--- config.mk ---
export PLATFORM = sky130hd
export DESIGN_NAME = ysyx_22040386_lsu
export DESIGN_NICKNAME = d
export VERILOG_FILES = /design/src/rtl/ysyx_22040386_lsu.sv
export SDC_FILE = /design/constraint.sdc
export NUM_CORES = 1
export LEC_CHECK = 0
export CORE_MARGIN = 4
export CORE_UTILIZATION = 40
export CTS_CLUSTER_SIZE = 8
export DETAILED_ROUTE_END_ITERATION = 10
export PLACE_DENSITY = 0.82
export SYNTH_ARGS = -nofsm -noshare
export SYNTH_HDL_FRONTEND = slang
export SYNTH_SLANG_ARGS = --single-unit
--- constraint.sdc ---
create_clock -name clk -period 5.2 [get_ports clk]
set_input_delay 0.78 -clock clk [delete_from_list [all_inputs] [get_ports clk]]
set_output_delay 0.78 -clock clk [all_outputs]
set_load 0.005 [all_outputs]
--- src/rtl/ysyx_22040386_lsu.sv ---
// Load/store unit: one memory op at a time over a req/gnt + rvalid data port,
// with result returned to writeback through a valid/ready handshake.
module ysyx_22040386_lsu #(
  parameter int unsigned TIMEOUT = 255
) (
  input  logic        clk,
  input  logic        rst_n,
  input  logic        in_valid,
  output logic        in_ready,
  input  logic        in_is_store,
  input  logic [2:0]  in_funct3,
  input  logic [63:0] in_addr,
  input  logic [63:0] in_wdata,
  output logic        mem_req,
  input  logic        mem_gnt,
  output logic        mem_we,
  output logic [63:0] mem_addr,
  output logic [63:0] mem_wdata,
  output logic [7:0]  mem_wmask,
  input  logic        mem_rvalid,
  input  logic [63:0] mem_rdata,
  output logic        out_valid,
  input  logic        out_ready,
  output logic [63:0] out_rdata,
  output logic        out_err
);

  localparam int unsigned CNT_W = (TIMEOUT < 2) ? 1 : $clog2(TIMEOUT + 1);

  typedef enum logic [1:0] {IDLE, REQ, RESP, DONE} state_e;

  state_e             state_q, state_d;
  logic [CNT_W-1:0]   cnt_q, cnt_d;
  logic               is_store_q, is_store_d;
  logic [2:0]         funct3_q, funct3_d;
  logic [2:0]         off_q, off_d;
  logic               mem_req_q, mem_req_d;
  logic               mem_we_q, mem_we_d;
  logic [63:0]        mem_addr_q, mem_addr_d;
  logic [63:0]        mem_wdata_q, mem_wdata_d;
  logic [7:0]         mem_wmask_q, mem_wmask_d;
  logic               out_valid_q, out_valid_d;
  logic [63:0]        out_rdata_q, out_rdata_d;
  logic               out_err_q, out_err_d;

  logic               illegal_c;
  logic               misaligned_c;
  logic [7:0]         size_mask_c;
  logic [63:0]        lane_c;
  logic [63:0]        load_ext_c;
  logic               timeout_hit_c;

  assign in_ready  = (state_q == IDLE);
  assign mem_req   = mem_req_q;
  assign mem_we    = mem_we_q;
  assign mem_addr  = mem_addr_q;
  assign mem_wdata = mem_wdata_q;
  assign mem_wmask = mem_wmask_q;
  assign out_valid = out_valid_q;
  assign out_rdata = out_rdata_q;
  assign out_err   = out_err_q;

  assign timeout_hit_c = (cnt_q == CNT_W'(TIMEOUT - 1));

  // Legality and byte-lane mask of the op presented on the input port
  always_comb begin
    illegal_c = in_is_store ? in_funct3[2] : (in_funct3 == 3'b111);
    case (in_funct3[1:0])
      2'd0:    begin misaligned_c = 1'b0;            size_mask_c = 8'h01; end
      2'd1:    begin misaligned_c = in_addr[0];      size_mask_c = 8'h03; end
      2'd2:    begin misaligned_c = |in_addr[1:0];   size_mask_c = 8'h0F; end
      default: begin misaligned_c = |in_addr[2:0];   size_mask_c = 8'hFF; end
    endcase
  end

  // Load lane extraction and width/sign extension
  always_comb begin
    lane_c = mem_rdata >> {off_q, 3'b000};
    case (funct3_q)
      3'b000:  load_ext_c = {{56{lane_c[7]}},  lane_c[7:0]};
      3'b001:  load_ext_c = {{48{lane_c[15]}}, lane_c[15:0]};
      3'b010:  load_ext_c = {{32{lane_c[31]}}, lane_c[31:0]};
      3'b100:  load_ext_c = {56'd0, lane_c[7:0]};
      3'b101:  load_ext_c = {48'd0, lane_c[15:0]};
      3'b110:  load_ext_c = {32'd0, lane_c[31:0]};
      default: load_ext_c = lane_c;
    endcase
  end

  always_comb begin
    state_d     = state_q;
    cnt_d       = cnt_q;
    is_store_d  = is_store_q;
    funct3_d    = funct3_q;
    off_d       = off_q;
    mem_req_d   = mem_req_q;
    mem_we_d    = mem_we_q;
    mem_addr_d  = mem_addr_q;
    mem_wdata_d = mem_wdata_q;
    mem_wmask_d = mem_wmask_q;
    out_valid_d = out_valid_q;
    out_rdata_d = out_rdata_q;
    out_err_d   = out_err_q;

    case (state_q)
      IDLE: begin
        if (in_valid) begin
          is_store_d = in_is_store;
          funct3_d   = in_funct3;
          off_d      = in_addr[2:0];
          if (illegal_c || misaligned_c) begin
            state_d     = DONE;
            out_valid_d = 1'b1;
            out_err_d   = 1'b1;
            out_rdata_d = 64'd0;
          end else begin
            state_d     = REQ;
            cnt_d       = '0;
            mem_req_d   = 1'b1;
            mem_we_d    = in_is_store;
            mem_addr_d  = {in_addr[63:3], 3'b000};
            mem_wdata_d = in_wdata << {in_addr[2:0], 3'b000};
            mem_wmask_d = size_mask_c << in_addr[2:0];
          end
        end
      end
      REQ: begin
        cnt_d = CNT_W'(cnt_q + 1'b1);
        if (timeout_hit_c) begin
          state_d     = DONE;
          mem_req_d   = 1'b0;
          out_valid_d = 1'b1;
          out_err_d   = 1'b1;
          out_rdata_d = 64'd0;
        end else if (mem_gnt) begin
          state_d   = RESP;
          mem_req_d = 1'b0;
        end
      end
      RESP: begin
        cnt_d = CNT_W'(cnt_q + 1'b1);
        // A response landing on the timeout cycle still completes normally
        if (mem_rvalid) begin
          state_d     = DONE;
          out_valid_d = 1'b1;
          out_err_d   = 1'b0;
          out_rdata_d = is_store_q ? 64'd0 : load_ext_c;
        end else if (timeout_hit_c) begin
          state_d     = DONE;
          out_valid_d = 1'b1;
          out_err_d   = 1'b1;
          out_rdata_d = 64'd0;
        end
      end
      default: begin
        if (out_ready) begin
          state_d     = IDLE;
          out_valid_d = 1'b0;
          out_err_d   = 1'b0;
          out_rdata_d = 64'd0;
        end
      end
    endcase
  end

  always_ff @(posedge clk or negedge rst_n) begin
    if (!rst_n) begin
      state_q     <= IDLE;
      cnt_q       <= '0;
      is_store_q  <= 1'b0;
      funct3_q    <= 3'd0;
      off_q       <= 3'd0;
      mem_req_q   <= 1'b0;
      mem_we_q    <= 1'b0;
      mem_addr_q  <= 64'd0;
      mem_wdata_q <= 64'd0;
      mem_wmask_q <= 8'd0;
      out_valid_q <= 1'b0;
      out_rdata_q <= 64'd0;
      out_err_q   <= 1'b0;
    end else begin
      state_q     <= state_d;
      cnt_q       <= cnt_d;
      is_store_q  <= is_store_d;
      funct3_q    <= funct3_d;
      off_q       <= off_d;
      mem_req_q   <= mem_req_d;
      mem_we_q    <= mem_we_d;
      mem_addr_q  <= mem_addr_d;
      mem_wdata_q <= mem_wdata_d;
      mem_wmask_q <= mem_wmask_d;
      out_valid_q <= out_valid_d;
      out_rdata_q <= out_rdata_d;
      out_err_q   <= out_err_d;
    end
  end

endmodule

==> results summary, run 1 <==
The worst stage delay on the critical path is 1.09 ns. The flow ran to the end, and the final reports show no timing, DRC or antenna violations. The post-layout minimum cycle time came out at 3.695 ns. Data on the critical path is required at its endpoint by 5.68 ns. The pin count of the biggest net entering global routing is 112. Once detail routing completed, the nets flagged for antenna violations numbered 0. The starting density of the core is 0.4064. The post-place setup slack came out at 1.462 ns. By startpoint and endpoint, the worst setup path is classified as register to register.

The TritonCTS clock tree is yes. Power spread over the standard cell area amounts to 527.4 nW/um2. The floorplan step set the die width to 181.8 um.

The clock input transition at the sequential cells of the worst setup and hold paths is ~0.060 ns. The worst setup path is launched from a register. The multi-input combinational cells in the finished layout cover a total of 6085 um2. The headroom to the max-slew limit came out at 0.2970. The total via count in the routed design came out at about 11k. After routing, the total negative slack on setup checks comes to 0 ns. The total area inside the core boundary comes to 29720 um2. After detailed routing, the number of remaining DRC violations is 0.

The relative area change from synthesis to final layout is 41.14%. The worst-case IR drop observed on VDD is a little under 0.0003 V. Setup repair after global routing left no endpoint under its margin. Traced cell by cell, the critical path runs through mux2i_1 -> mux4_2 -> or4_1 -> o2111ai_2 -> buf_4 -> a32o_1. The number of global-route vias before repair came out at 11.70k. The number of rows created at floorplan is 63. The sort of element at the end of the critical path is a register. The commonest cells after synthesis are nand2_1, dfrtp_1, o21ai_0. The number of buffer cells added on primary ports is 403. The most used flip-flop cell after synthesis is dfrtp_1. At the pin with the least slew margin, the transition time is 1.055 ns. After technology mapping, the gate count stands at 1272.

The post-route fraction of the period consumed by the critical path came out at 0.7105. The clock root buffer is clkbuf_16. The number of antenna violations at the first check in global routing came out at 1. The aggregate global routing overflow came out at 0. The highest clock rate is 270.7 MHz. In the final design database the tool counted roughly 1.8k nets. The number of synthesized flops with an enable pin is 0.

The area taken by flip-flops and latches came out at 5460 um2. The number of sinks driven by the clock tree came out at 218. The via count normalized by instance count is 5.714. In this run the mean area of a mapped cell was 9.494 um2. No sink is reached through more buffers than the 3 on the longest clock path. The worst register-to-register path ends at out_rdata[50]. Summed over all cells, the static leakage comes to 7.380 nW. The utilization after layout is 0.5736. The count of cell types in the netlist is 56. Across all register-to-register paths, the minimum setup slack is 1.51 ns.

The cell taking the most area after synthesis is dfrtp_1. The number of buffers inserted by post-CTS setup repair came out at 0. The final weighted congestion in routability-driven placement is 0.9594. The floorplan step set the die height to 181.8 um.

The quantity of hold-fixing buffers added after cts is 0. The layout has 2530 filler cells. The antenna diode instance count came out at 0. The number of setup violations in the final report came out at 0.

The number of placed I/O pins is 407. The clock insertion delay at the later pin of the skew report is between 0.5 and 0.6 ns. nand2_1 is the most common cell in the netlist.

The total half-perimeter wirelength after legalization and detailed placement came out at 32.43 mm. The post-cts resize count came out at 0. The depth of the most critical reg-to-reg path came out at 6. The startpoint of the lowest-slack register-to-register path is off_q[0].

Yosys printed 0 warnings. The smallest setup slack after layout is 1.505 ns. The average wire length per cell after detail routing is ~22 um. In the final layout, the share of cells above drive strength 1 is 0.08421. The arrival time of the worst setup path is 4.18 ns. The critical path's slowest cell is dfrtp_4. The final number of max-transition violations was 0. The maximum level of the CTS H-tree came out at 1.

The synthesized netlist occupies a cell area of 12080 um2. Across every metal layer, demand over resource in global routing totals 0.2591. The number of search-and-repair iterations in the first detailed-routing pass is 5. Summed over all layers, the routed wires come to between 40 and 50 mm. The die covers between 30000 and 40000 um2. In this run, the number of DRC markers left after iteration 0 of detailed routing was approximately 1000. Of all nets on the critical path, the largest fanout is 70.

Counting the buffers created by CTS gives 31. The synthesized design contains around 220 register bits. By area the synthesized netlist is led by dfrtp_1, nand2_1, mux2i_1. The share of the yosys chip area belonging to registers is 0.4517. The portion of synthesized cell area occupied by the leading cell type is 0.4517. The wire length of the first global-routing pass came out at around 70 mm.

The number of hold-slack violations in the final timing report is 0. For this run, asynchronously set or reset flops after synthesis account for 1.000. The tool flagged a number of max-cap violations equal to 0.

The tightest min-delay check is of the input pin to async pin type. The setup skew after layout came out at 0.02004 ns.
## metrics by stage
step                hold WS (ns)  cells  power [mW]  area, um2
floorplan                 0.4628   1274       5.024      12080
global placement          0.4507   1968       7.119      16230
detailed placement        0.4591   1968       7.197      16230
CTS                       0.3175   2005       9.021      17050
global route              0.3198   2005       9.534      17050
finish                    0.2444   2005       8.989      17050
## worst max-delay path by stage
| stage | from | endpoint | slack, ns |
|---|---|---|---|
| global route | off_q[0] | out_rdata[37] | 1.32 |
| floorplan | in_addr[2] | out_rdata[33] | 2.49 |
| finish | off_q[0] | out_rdata[50] | 1.51 |
| global placement | in_funct3[0] | mem_wmask[0] | 1.51 |
| CTS | off_q[0] | out_rdata[61] | 1.57 |
| detailed placement | in_funct3[0] | mem_addr[35] | 1.46 |
## report_power, final
| group | switching (mW) | internal, mW | total [mW] |
|---|---|---|---|
| combinational | 2.08 | 2.16 | 4.25 |
| sequential | 0.611 | 2.34 | 2.95 |
| clock | 0.729 | 1.06 | 1.79 |
| total | 3.42 | 5.57 | 8.99 |
## cells in the final DEF, fill, tap and decap left out, types with 16 or more instances in the layout
master and instances:
clkdlybuf4s50_1 399, nand2_1 338, dfrtp_1 216, o21ai_0 98
mux2i_1 76, nor2_1 49, mux2_2 40, a21oi_1 38
a32o_1 32, a22o_1 31, clkbuf_16 31, mux4_2 28
o31ai_1 19, nand3_1 18, o211ai_1 17, a211oi_1 17
nor2b_1 16
## metal layers
layer | wire length (um) | vias to the layer above | track usage
met1 | 16800 | 5555 | 0.3181
li1 | - | 5193 | -
met3 | 4579 | 87 | 0.07492
met5 | 13 | - | 0
met4 | 1603 | 2 | 0.09216
met2 | 21630 | 619 | 0.4366
## worst max-delay path: cells and delay by family (launching register included)
kind                   cells  cell delay, ns
DFF                        1            1.09
and+or+nand+nor            1            0.81
muxes                      2            0.85
buffers and inverters      1            0.37
AOI/OAI and AO/OA          2            0.45
## state kept, by name, indices dropped and copies added, names as in the netlist
name	count
state_q	2
mem_wdata	64
off_q	3
mem_wmask	8
out_valid	1
funct3_q	3
is_store_q	1
cnt_q	8
out_rdata	64
mem_we	1
out_err	1
mem_req	1
mem_addr	61
## logic make-up (layout without fill, tap and decap cells)
group           after synthesis  after routing  share of synthesized area
compound gates              314            314                     0.1815
fa+ha+maj                     6              6                   0.006216
buf+inv                     123            464                    0.04683
flops                       218            218                     0.4517
mux                         144            144                     0.1525
other cells                   1              3                  0.0003105
simple gates                466            466                     0.1609
## cell type report
class / count / share of cell area
multi-input combinational: 933 / 0.3570
sequential: 218 / 0.3203
timing repair buffer: 418 / 0.2443
clock buffer: 35 / 0.04698
tap: 390 / 0.02863
inverter: 9 / 0.001982
clock inverter: 2 / 0.0008075
Note: power is estimated with default switching activity, not from simulation.
==> run 2: changes to the inputs <==
Clock period 5.2 ns to 3.8 ns, I/O delays scaled along.
==> results summary, run 2 (synthesis gave the netlist of run 1 again) <==
The largest fanout on the critical path came out at 63. The critical path's top delay family is compound AO/OA/AOI/OAI gates. The number of sinks driven by the clock tree came out at 218. The internal power of the cells is 7.638 mW. The critical path's slowest cell is and4_4. The utilization after layout came out at 0.5766.

The clock input transition at the sequential cells of the worst setup and hold paths came out at roughly 0.050 ns. The analysis attributes to net switching a power of roughly 4.6 mW. The top cell types in the final layout, fill and taps aside, are clkdlybuf4s50_1, nand2_1, dfrtp_1, o21ai_0, mux2i_1.

The number of nets in the final layout is 1832. Headroom to the max-slew limit came out at 0.2500. The aggregate global routing overflow is 0.

The worst path meets setup with 0.7622 ns of slack. The clock insertion delay at the later pin of the skew report came out at between 0.5 and 0.6 ns. The total half-perimeter wirelength after legalization and detailed placement came out at 32.26 mm. The path type of the worst min-delay path is input pin to async pin. For this run, the top clock speed supported by timing is 329.2 MHz.

The via count normalized by instance count came out at 5.724. The depth of the most critical reg-to-reg path is 7. The worst stage delay on the critical path is 0.74 ns. The fraction of power spent switching nets is 0.3781.

The pin count of the biggest net entering global routing came out at 93. The accumulated negative setup slack came out at 0 ns. The residual antenna-violating net count after detailed routing is 0. For the worst setup path, the data required time is about 4.3 ns. The post-place setup slack is 0.6420 ns. Setup repair after global routing left no endpoint under its margin. The filler cells instantiated in the layout total 2480.

In the final routed layout, each cell accounts on average for around 22 um. The worst setup path is captured at a register. The clock arrives with about 0.011 ns of skew. STA classifies the critical path startpoint as a register.

The clock power share came out at 0.196. In the global route stage, overall resource usage came out at 0.2559. The worst register-to-register path ends at out_rdata[39].

The slew at the pin closest to its max-slew limit came out at 1.121 ns. The most critical setup path has its startpoint at state_q[0]. The number of gates on the worst path with buffers counted came out at 7.

Data arrives at the worst endpoint at 3.50 ns. The antenna diode instance count came out at 0. In this run the number of H-tree levels came out at 1. The starting density of the core is 0.4064. The number of setup violations in the final report is 0. The combinational share of power came out at 0.485.

The final weighted congestion in routability-driven placement is 0.9254. The number of placed I/O pins came out at 407. The post-layout minimum cycle time came out at roughly 3 ns.

The number of antenna violations at the first check in global routing is 1. For this block, the via count after detailed routing is 11.54k. The buffer depth of the longest clock path came out at 3.

The count of buffers added on input and output ports is slightly above 400. The number of search-and-repair iterations in the first detailed-routing pass is 5. The floorplan step defined a die boundary enclosing 33030 um2. The total buffers and inverters traversed by the critical path came out at 1. The core region area came out at 29720 um2.

The worst-case IR drop observed on VDD is 0.0004765 V. The number of violations reported at the end of detailed-routing iteration 0 came out at 988. The number of rows created at floorplan came out at 63. Across the run, the number of max-cap violations was 0. The post-route fraction of the period consumed by the critical path came out at 0.7994.

TritonCTS built the clock tree. For this design the ratio of total power to cell area is just over 700 nW/um2. Summed over all layers, the routed wires come to approximately 44 mm. The share of cells above drive strength 1 came out at 0.09041. The post-cts resize count came out at 0. The signal on the critical path passes through inv_1 -> ha_1 -> nor2_1 -> o21ai_0 -> a21boi_2 -> and4_4 -> a32o_1. The leakage power figure is 7.437 nW. The quantity of hold-fixing buffers added after cts is 0. The wire length of the first global-routing pass is 67.63 mm. The run finished with clean final reports. The number of buffers inserted by post-CTS setup repair came out at 0.

The number of hold-slack violations in the final timing report came out at 0. From bottom edge to top edge, the die measures 181.8 um. The final number of max-transition violations came out at 0.

For this run, design rule violations remaining after detail routing come to 0. The worst setup path is of the register to register kind. The clock root buffer is clkbuf_16.

The relative area change from synthesis to final layout is 41.90%. The die is 181.8 um wide. The most frequent standard cell in the layout excluding fill and tap cells is clkdlybuf4s50_1. The most critical setup path has its endpoint at out_rdata[39]. Clock tree synthesis inserted a total of 31 buffers. The number of global-route vias before repair is 11.64k. The startpoint of the lowest-slack register-to-register path is state_q[0].

The part of the power in registers came out at 0.319. The register-to-register setup slack came out at 0.76 ns.
## run 2: cell types whose count changed in the layout (fill, tap and decap cells not counted), sizes merged
cell    before  now
buf         19   32
clkbuf      35   33
## run 2: worst min-delay path by stage
stage / startpoint / to / slack [ns] / depth (start not counted)
detailed placement: mem_wdata[0] / mem_wdata[0] / 0.46 / 2
CTS: rst_n / out_rdata[6] / 0.06 / 1
global route: rst_n / out_rdata[30] / 0.09 / 1
global placement: mem_wdata[0] / mem_wdata[0] / 0.45 / 2
finish: rst_n / out_rdata[6] / 0.03 / 1
floorplan: rst_n / cnt_q[0] / 0.27 / 0
## run 2: cell type report
class	instances	area [um2]	share of cell area
Tap cell	390	488.0	0.02848
Timing Repair Buffer	431	4274	0.2494
Sequential cell	218	5460	0.3186
Clock inverter	2	17.52	0.001022
Multi-Input combinational cell	933	6080	0.3548
Clock buffer	33	783.3	0.04571
Inverter	9	33.78	0.001971
## run 2: power by group through the flow
stage / sequential [mW] / combinational (mW) / clock [mW]
after global placement: 3.90 / 5.82 / 0
after detailed placement: 3.92 / 5.94 / 0
after floorplan: 3.77 / 3.11 / 0
final: 3.91 / 5.96 / 2.41
after global routing: 4.02 / 6.45 / 2.57
after CTS: 3.91 / 5.98 / 2.47
## run 2: per-layer routing
metal,vias up,global-route usage,part of all wire
met5,-,0,0.00029
met4,2,0.08646,0.038
met3,88,0.06490,0.099
met2,642,0.4436,0.49
met1,5587,0.3111,0.37
li1,5221,-,-
## run 2: worst reg2reg max path: cells and delay by family (launching register included)
| kind | cells | cell delay (ns) |
|---|---|---|
| DFF | 1 | 0.39 |
| AOI/OAI and AO/OA | 3 | 1.02 |
| buffers and inverters | 1 | 0.08 |
| and+or+nand+nor | 2 | 0.85 |
| adders and majority gates | 1 | 0.61 |
## run 2: stage by stage
stage,area (um2),hold WS (ns),instances,power [mW]
floorplan,12080,0.2744,1274,6.875
global placement,16340,0.4489,1981,9.720
detailed placement,16340,0.4556,1981,9.863
CTS,17140,0.06070,2016,12.36
global route,17140,0.08500,2016,13.04
finish,17140,0.02594,2016,12.28
==> run 3: changes to the inputs <==
Clock period 3.8 ns to 3.15 ns, I/O delays scaled along.
==> results summary, run 3 (synthesis gave the netlist of run 1 again) <==
In this run the tightest slew margin relative to its limit is 0.2456. The final routed DRC violation total is 0. The final number of max-transition violations was 0. Leaving out fill and tap cells, the most frequent cells in the layout are clkdlybuf4s50_1, nand2_1, dfrtp_1, o21ai_0, mux2i_1. The required time of the worst setup path is 3.63 ns. The setup path with the least slack is of type register to register.

The wire length of the first global-routing pass is 68.39 mm. The number of placed I/O pins came out at 407. The cell area after layout is 17310 um2. In this run, the number of DRC markers left after iteration 0 of detailed routing was 1084.

The total half-perimeter wirelength after legalization and detailed placement came out at between 30 and 40 mm. Timing would allow up to roughly 360 MHz. The final route contains 11.68k vias. 0 antenna diodes ended up in the layout. For the worst flop-to-flop path, the logic depth is 8. The final weighted congestion in routability-driven placement came out at 0.9696. The maximum level of the CTS H-tree came out at 1. The count of non-filler cells in the finished layout is slightly above 2k.

The number of global-route vias before repair came to 11.62k. The global routing usage summed across all routing layers came out at 0.2583. The total buffers and inverters traversed by the critical path is 2. The arrival time of the worst setup path is 3.26 ns. In the final routed layout, each cell accounts on average for approximately 22 um. Setup repair after global routing left no endpoint under its margin. The number of setup violations in the final report is 0. The via count normalized by instance count is approximately 5.8. The post-place setup slack is 0.3990 ns. The number of cells in the design after placement came out at 1987.

The tree built by TritonCTS fans out to ~220 sinks. The number of search-and-repair iterations in the first detailed-routing pass came out at 5. In this run the power density over the cells is 871.9 nW/um2.

The accumulated negative setup slack came out at 0 ns. Leaving out fill and tap cells, the most frequent cell in the layout is clkdlybuf4s50_1. The leakage power figure came out at about 7.5 nW.

The die outline height is 181.8 um. The buffer depth of the longest clock path is 3. The share of cells above drive strength 1 is 0.09358. On the worst path, the slowest cell contributes a delay of 0.58 ns.

The core region area came out at 29720 um2. The smallest setup slack after layout is 0.3643 ns. For the pin with the worst max-slew slack, the measured transition is 1.123 ns.

TritonCTS built the clock tree. For this run the aggregate overflow at the end of global routing stands at 0. The critical path's slowest cell is ha_1. The tool flagged a number of max-cap violations equal to 0.

In this run the top signal layer used is met5. The count of cells along the worst hold path came out at 2. The post-route fraction of the period consumed by the critical path came out at 0.8844.

The clock period could shrink to 2.786 ns. The worst hold path terminates at off_q[0]. The starting density of the core came out at 0.4064. In this run the worst hold path is classified as input pin to register.

The tree is rooted in a clkbuf_16. The routed length on met3 is 4.454 mm. The placed instances occupy a cell area of about 16000 um2. The number of antenna violations at the first check in global routing is 1.

STA classifies the critical path startpoint as a register. In this run the critical register-to-register path is launched from state_q[0]. The number of rows created at floorplan came out at 63.

TritonCTS created 31 clock buffers. On the final layout, the worst clock skew is 0.01898 ns. In this run the horizontal extent of the chip is 181.8 um.

The total power is between 15 and 20 mW. The full die area is 33030 um2. The residual antenna-violating net count after detailed routing came out at 0. VDD sags by at most 0.0005525 V. The signal on the critical path passes through inv_1 -> ha_1 -> nor2_1 -> o21ai_0 -> a21boi_2 -> and4_4 -> buf_12 -> a32o_1. The number of nets in the final layout came out at 1839. Of all nets on the critical path, the largest fanout is 63. In this run the critical register-to-register path is captured at out_rdata[48].

The met2 wirelength from detailed routing is 21.93 mm. Across all register-to-register paths, the minimum setup slack is between 0.3 and 0.4 ns. The routed length on met1 came out at 16.40 mm. The critical path's top delay family is compound AO/OA/AOI/OAI gates. The total length of routed wires came out at 44.65 mm.

From synthesis to final layout, the design area changed by 43.32%. The flow ran to the end, and the final reports show no timing, DRC or antenna violations. The number of hold-slack violations in the final timing report came out at 0. The number of buffer cells added on primary ports came out at 403. The clock input transition at the sequential cells of the worst setup and hold paths is 0.05 ns. The beginning of the worst hold path is in_addr[0]. The clock insertion delay at the later pin of the skew report is 0.54 ns. The pin count of the biggest net entering global routing is 93. STA classifies the critical path endpoint as a register.
[run 3: cell types whose count changed in the layout (fill, tap and decap cells not counted), sizes merged]
cell,delta
buf,+6
bufinv,+1
clkbuf,+2
clkinv,-1
dlygate4sd3,+1
[run 3: cell type report]
cell class	count	area, um2
clock buffers	35	790.8
clock inverters	2	38.79
fillers	2498	12410
inverters	9	33.78
multi-input cells	933	6080
flip-flops and latches	218	5460
well taps	390	488.0
repair buffers	438	4417
[run 3: metal layers]
metal,vias up,global-route usage
met5,-,0
met4,2,0.09787
met3,99,0.07111
met2,671,0.4468
met1,5655,0.3068
li1,5257,-
[run 3: how the worst max path moves through the flow]
stage | start | endpoint | slack (ns) | depth (start not counted)
floorplan | in_addr[2] | out_rdata[33] | 0.75 | 8
global placement | in_funct3[2] | mem_wdata[0] | 0.48 | 8
detailed placement | mem_rdata[63] | out_rdata[48] | 0.40 | 7
CTS | state_q[0] | out_rdata[14] | 0.41 | 8
global route | state_q[0] | out_rdata[48] | 0.13 | 8
finish | state_q[0] | out_rdata[48] | 0.36 | 8
[run 3: power breakdown]
part           internal [mW]  total (mW)  switching [mW]
clock network           1.81        2.97            1.16
logic                   3.73        7.44            3.71
registers               3.87        4.68           0.805
[run 3: timing repair]
item	CTS	global route
gates resized for setup	0	0
hold buffers	1	0
hold endpoints to repair	49	0
buffers inserted	0	0
[run 3: stage by stage]
| stage | hold WS [ns] | utilization |
|---|---|---|
| 6_report | 0.2630 | 0.5824 |
| 3_3_place_gp | 0.4543 | 0.5542 |
| 3_5_place_dp | 0.4559 | 0.5542 |
| 2_1_floorplan | 0.1769 | - |
| 4_1_cts | 0.2365 | 0.5824 |
| 5_1_grt | 0.2414 | 0.5824 |
==> RTL edit 1: new RTL, flow settings as in run 3 <==
`TIMEOUT`: 255 -> 510.
--- a/src/rtl/ysyx_22040386_lsu.sv
+++ b/src/rtl/ysyx_22040386_lsu.sv
@@ -1,7 +1,7 @@
 // Load/store unit: one memory op at a time over a req/gnt + rvalid data port,
 // with result returned to writeback through a valid/ready handshake.
 module ysyx_22040386_lsu #(
-  parameter int unsigned TIMEOUT = 255
+  parameter int unsigned TIMEOUT = 510
 ) (
   input  logic        clk,
   input  logic        rst_n,
Behaviour: same outputs for any inputs over 4 cycles, from zero or initial values and one cycle with rst_n low; that may be too few to reach the edited logic, so the function may still have changed.
==> RTL edit 1 against run 3 <==
Global-route usage rose by 1.3 points; die area shrank 2.4%; setup slack improved by 0.18 ns; count of clock-buffer cells in the layout decreased by 1; combinational power fell by 6.5%; synthesized cell count increased by 1.8%; synthesized area decreased by 2.5%; total power shrank 3.2%; sequential cell count grew 1; wire length is 1.4% higher; design area down 1.2%; largest power group unchanged; highest routed layer is now met4.
==> RTL edit 1: results <==
[route]
wl_met2_um = 21900
route.met3.wl_um = 4170
drt_iter0_drc = 1115
vias_per_cell = 5.62
routed.top_layer = "met4"
wl_um = 45300
wl_per_cell_um = 22.0
wirelength_met1_um = 17500

[place]
placed_cells = 2020
dpl.hpwl_um = 34000
gp_congestion = 0.966
pre_cts_ws_ns = 0.235
dpl_cell_area_um2 = 16300

[finish]
antenna_cells = 1
clkCellAreaFrac_pct = 4.78
nClkBuffers = 34
fin_nets = 1877
buffers = 444
comb.multi_input.count = 961
drive_gt1_share_pct = 9.04
seq_cells = 219
buf_share_pct = 25.9
n_all_inverters = 12
multi_input_area_share_pct = 34.2
fillers = 2452

[critical_path]
worst-path-max-fanout = 16
slowest_delay_ns = 0.65
slowest_stage = "dfrtp_2"
worstPathArrival_ns = 2.98

[run_status]
status = "finished clean"

[synthesis]
synth-adder-area-share_pct = 0.637
ys_top_cells_by_count = "339 x nand2_1, 219 x dfrtp_1, 129 x o21ai_0"
netlist_top_cells_area = "dfrtp_1 47%, nand2_1 11%, mux2i_1 5.8%"
syn_avg_cell_area_um2 = 9.09
synth-compound-area-share_pct = 19.4
synth_cell_types = 49
yosysSeqAreaShare_pct = 46.5
synth_mux_area_share_pct = 13.6

[power_and_ir_drop]
ir_drop_mv = 0.429
p_seq_mw = 4.69
total_power_mw = 14.6
power_density_nw_per_um2 = 854
p_leak_nw = 7.45
cellInternalPower_mw = 9.13
p_clk_mw = 2.96

[global_route]
grtUsageMet3_pct = 6.77
grt_pass1_wl_um = 70400
grt_max_degree = 100
grtUsageMet2_pct = 46.0
use_met1_pct = 34.1
track_usage_pct = 27.1

[timing]
fin_worst_skew_ns = 0.0149
worst_hold_slack_ns = 0.000180
relSlewSlack_pct = 46.3
fmax_ghz = 0.383

[hold_path]
hp-class = "input port to async pin"

[floorplanning]
taps = 384

[clock_tree]
htree_levels = 1
cts_resized = 0
==> RTL edit 1: changes by cell type after synthesis, moves of 8 or more <==
cell / run 3 / this run
a211oi_1: 17 / 25
a21oi_1: 38 / 87
a32o_1: 32 / 0
buf_2: 26 / 8
clkbuf_1: 62 / 75
mux2i_1: 76 / 68
mux4_2: 28 / 20
nor2_1: 49 / 57
o211ai_1: 17 / 8
o21ai_0: 98 / 129
o22ai_1: 3 / 12
o2bb2ai_1: 9 / 1
==> RTL edit 1: final timing paths <==
check | to | depth (start not counted)
setup / recovery | out_rdata[58] | 6
hold / removal | out_rdata[23] | 1
setup reg to reg | out_rdata[58] | 6
hold reg to reg | mem_addr[10] | 2
max in group asynchronous | mem_wdata[30] | 2
min in group clk | off_q[0] | 2
==> RTL edit 1: logic make-up after synthesis <==
kind of cell | Yosys count
AND/OR/NAND/NOR | 457
AO/OA/AOI/OAI | 366
flip-flops | 219
multiplexers | 129
buffers and inverters | 117
adder cells (fa/ha/maj) | 6
other | 1
==> RTL edit 2: new RTL, flow settings as in run 3 <==
Without the edit above. The 4 states of `state_e` get a one-hot encoding in 4 bits.
--- a/src/rtl/ysyx_22040386_lsu.sv
+++ b/src/rtl/ysyx_22040386_lsu.sv
@@ -27,7 +27,7 @@
 
   localparam int unsigned CNT_W = (TIMEOUT < 2) ? 1 : $clog2(TIMEOUT + 1);
 
-  typedef enum logic [1:0] {IDLE, REQ, RESP, DONE} state_e;
+  typedef enum logic [3:0] {IDLE = 4'b0001, REQ = 4'b0010, RESP = 4'b0100, DONE = 4'b1000} state_e;
 
   state_e             state_q, state_d;
   logic [CNT_W-1:0]   cnt_q, cnt_d;
Function: same outputs for any inputs over 4 cycles, from zero or initial values and one cycle with rst_n low; so few cycles prove little.
==> RTL edit 2 against run 3 <==
Combinational power fell by 18%; synthesized cell count rose by 6.5%; hold slack improved by 0.16 ns; register-to-register slack improved by 0.20 ns; setup slack improved by 0.13 ns; synthesized area rose by 2.2%; total power fell by 9.2%; design area rose by 2.3%; sequential cell count rose by 2; sequential power fell by 4%; wire length rose by 6.6%; core utilization fell by 0.22 points; largest cell class unchanged.
==> RTL edit 2: results <==
[synthesis]
yosysTopAreaCellShare_pct = 44.4
synth_cell_types = 60
synthXorXnorAreaFrac_pct = 0.355
synth_mux_area_share_pct = 13.4
ys_top_cells_by_count = "312 x nand2_1, 219 x dfrtp_1, 119 x o21ai_0"
netlist_top_cells_area = "dfrtp_1 44%, nand2_1 9.5%, mux2_2 5.2%"

[run_status]
status = "finished clean"

[place]
dpl.hpwl_um = 35300
pre_cts_ws_ns = 0.284
gp_congestion = 0.983
dpl_cell_area_um2 = 16800

[global_route]
antenna_found_initial = 4
grt_pass1_wl_um = 71700
track_usage_pct = 26.8

[critical_path]
critPathTopFamily = "buffers and inverters"
r2r_end = "out_rdata[31]"
slowest_delay_ns = 0.60
ff2ff_path_depth = 6
r2r_slack_ns = 0.56
slowest_stage = "dfstp_2"
worstPathArrival_ns = 2.18

[finish]
final_cells = 2133
multi_input_area_um2 = 6310
fin_nets = 1923
fillers = 2588

[power_and_ir_drop]
clkPwrFrac_pct = 22.6
switchingPower_mw = 5.10
comb_cell_power_mw = 6.10
p_clk_mw = 3.09
p_leak_nw = 7.73

[route]
route.met3.wl_um = 4770
wl_met2_um = 23200
wl_per_cell_um = 22.3
wirelength_met1_um = 17400
vias_per_cell = 5.83

[timing]
fin_worst_skew_ns = 0.00976
worst_hold_slack_ns = 0.419

[clock_tree]
clock_latency_ns = 0.56
[RTL edit 2: cell families after synthesis]
| family | after synthesis |
|---|---|
| AO/OA/AOI/OAI | 357 |
| XOR/XNOR | 5 |
| adder cells (fa/ha/maj) | 2 |
| buffers and inverters | 127 |
| flip-flops | 220 |
| multiplexers | 126 |
| other | 1 |
| AND/OR/NAND/NOR | 517 |
[RTL edit 2: final cells by class]
class | count | area share (%)
clock buffers | 49 | 4.82
diodes | 1 | 0.0141
inverters | 9 | 0.191
well taps | 396 | 2.80
clock inverters | 1 | 0.113
multi-input cells | 1010 | 35.7
repair buffers | 447 | 25.3
flip-flops and latches | 220 | 31.1
[RTL edit 2: per-layer routing]
layer / vias to the layer above / track usage, %
met3: 118 / 5.88
met2: 787 / 45.9
met1: 5943 / 33.0
li1: 5574 / -
met4: 6 / 10.6
met5: - / 0
[RTL edit 2: timing repair]
item	in CTS	in global routing
setup endpoints to repair	0	0
hold buffers	1	0
hold endpoints to repair	62	0
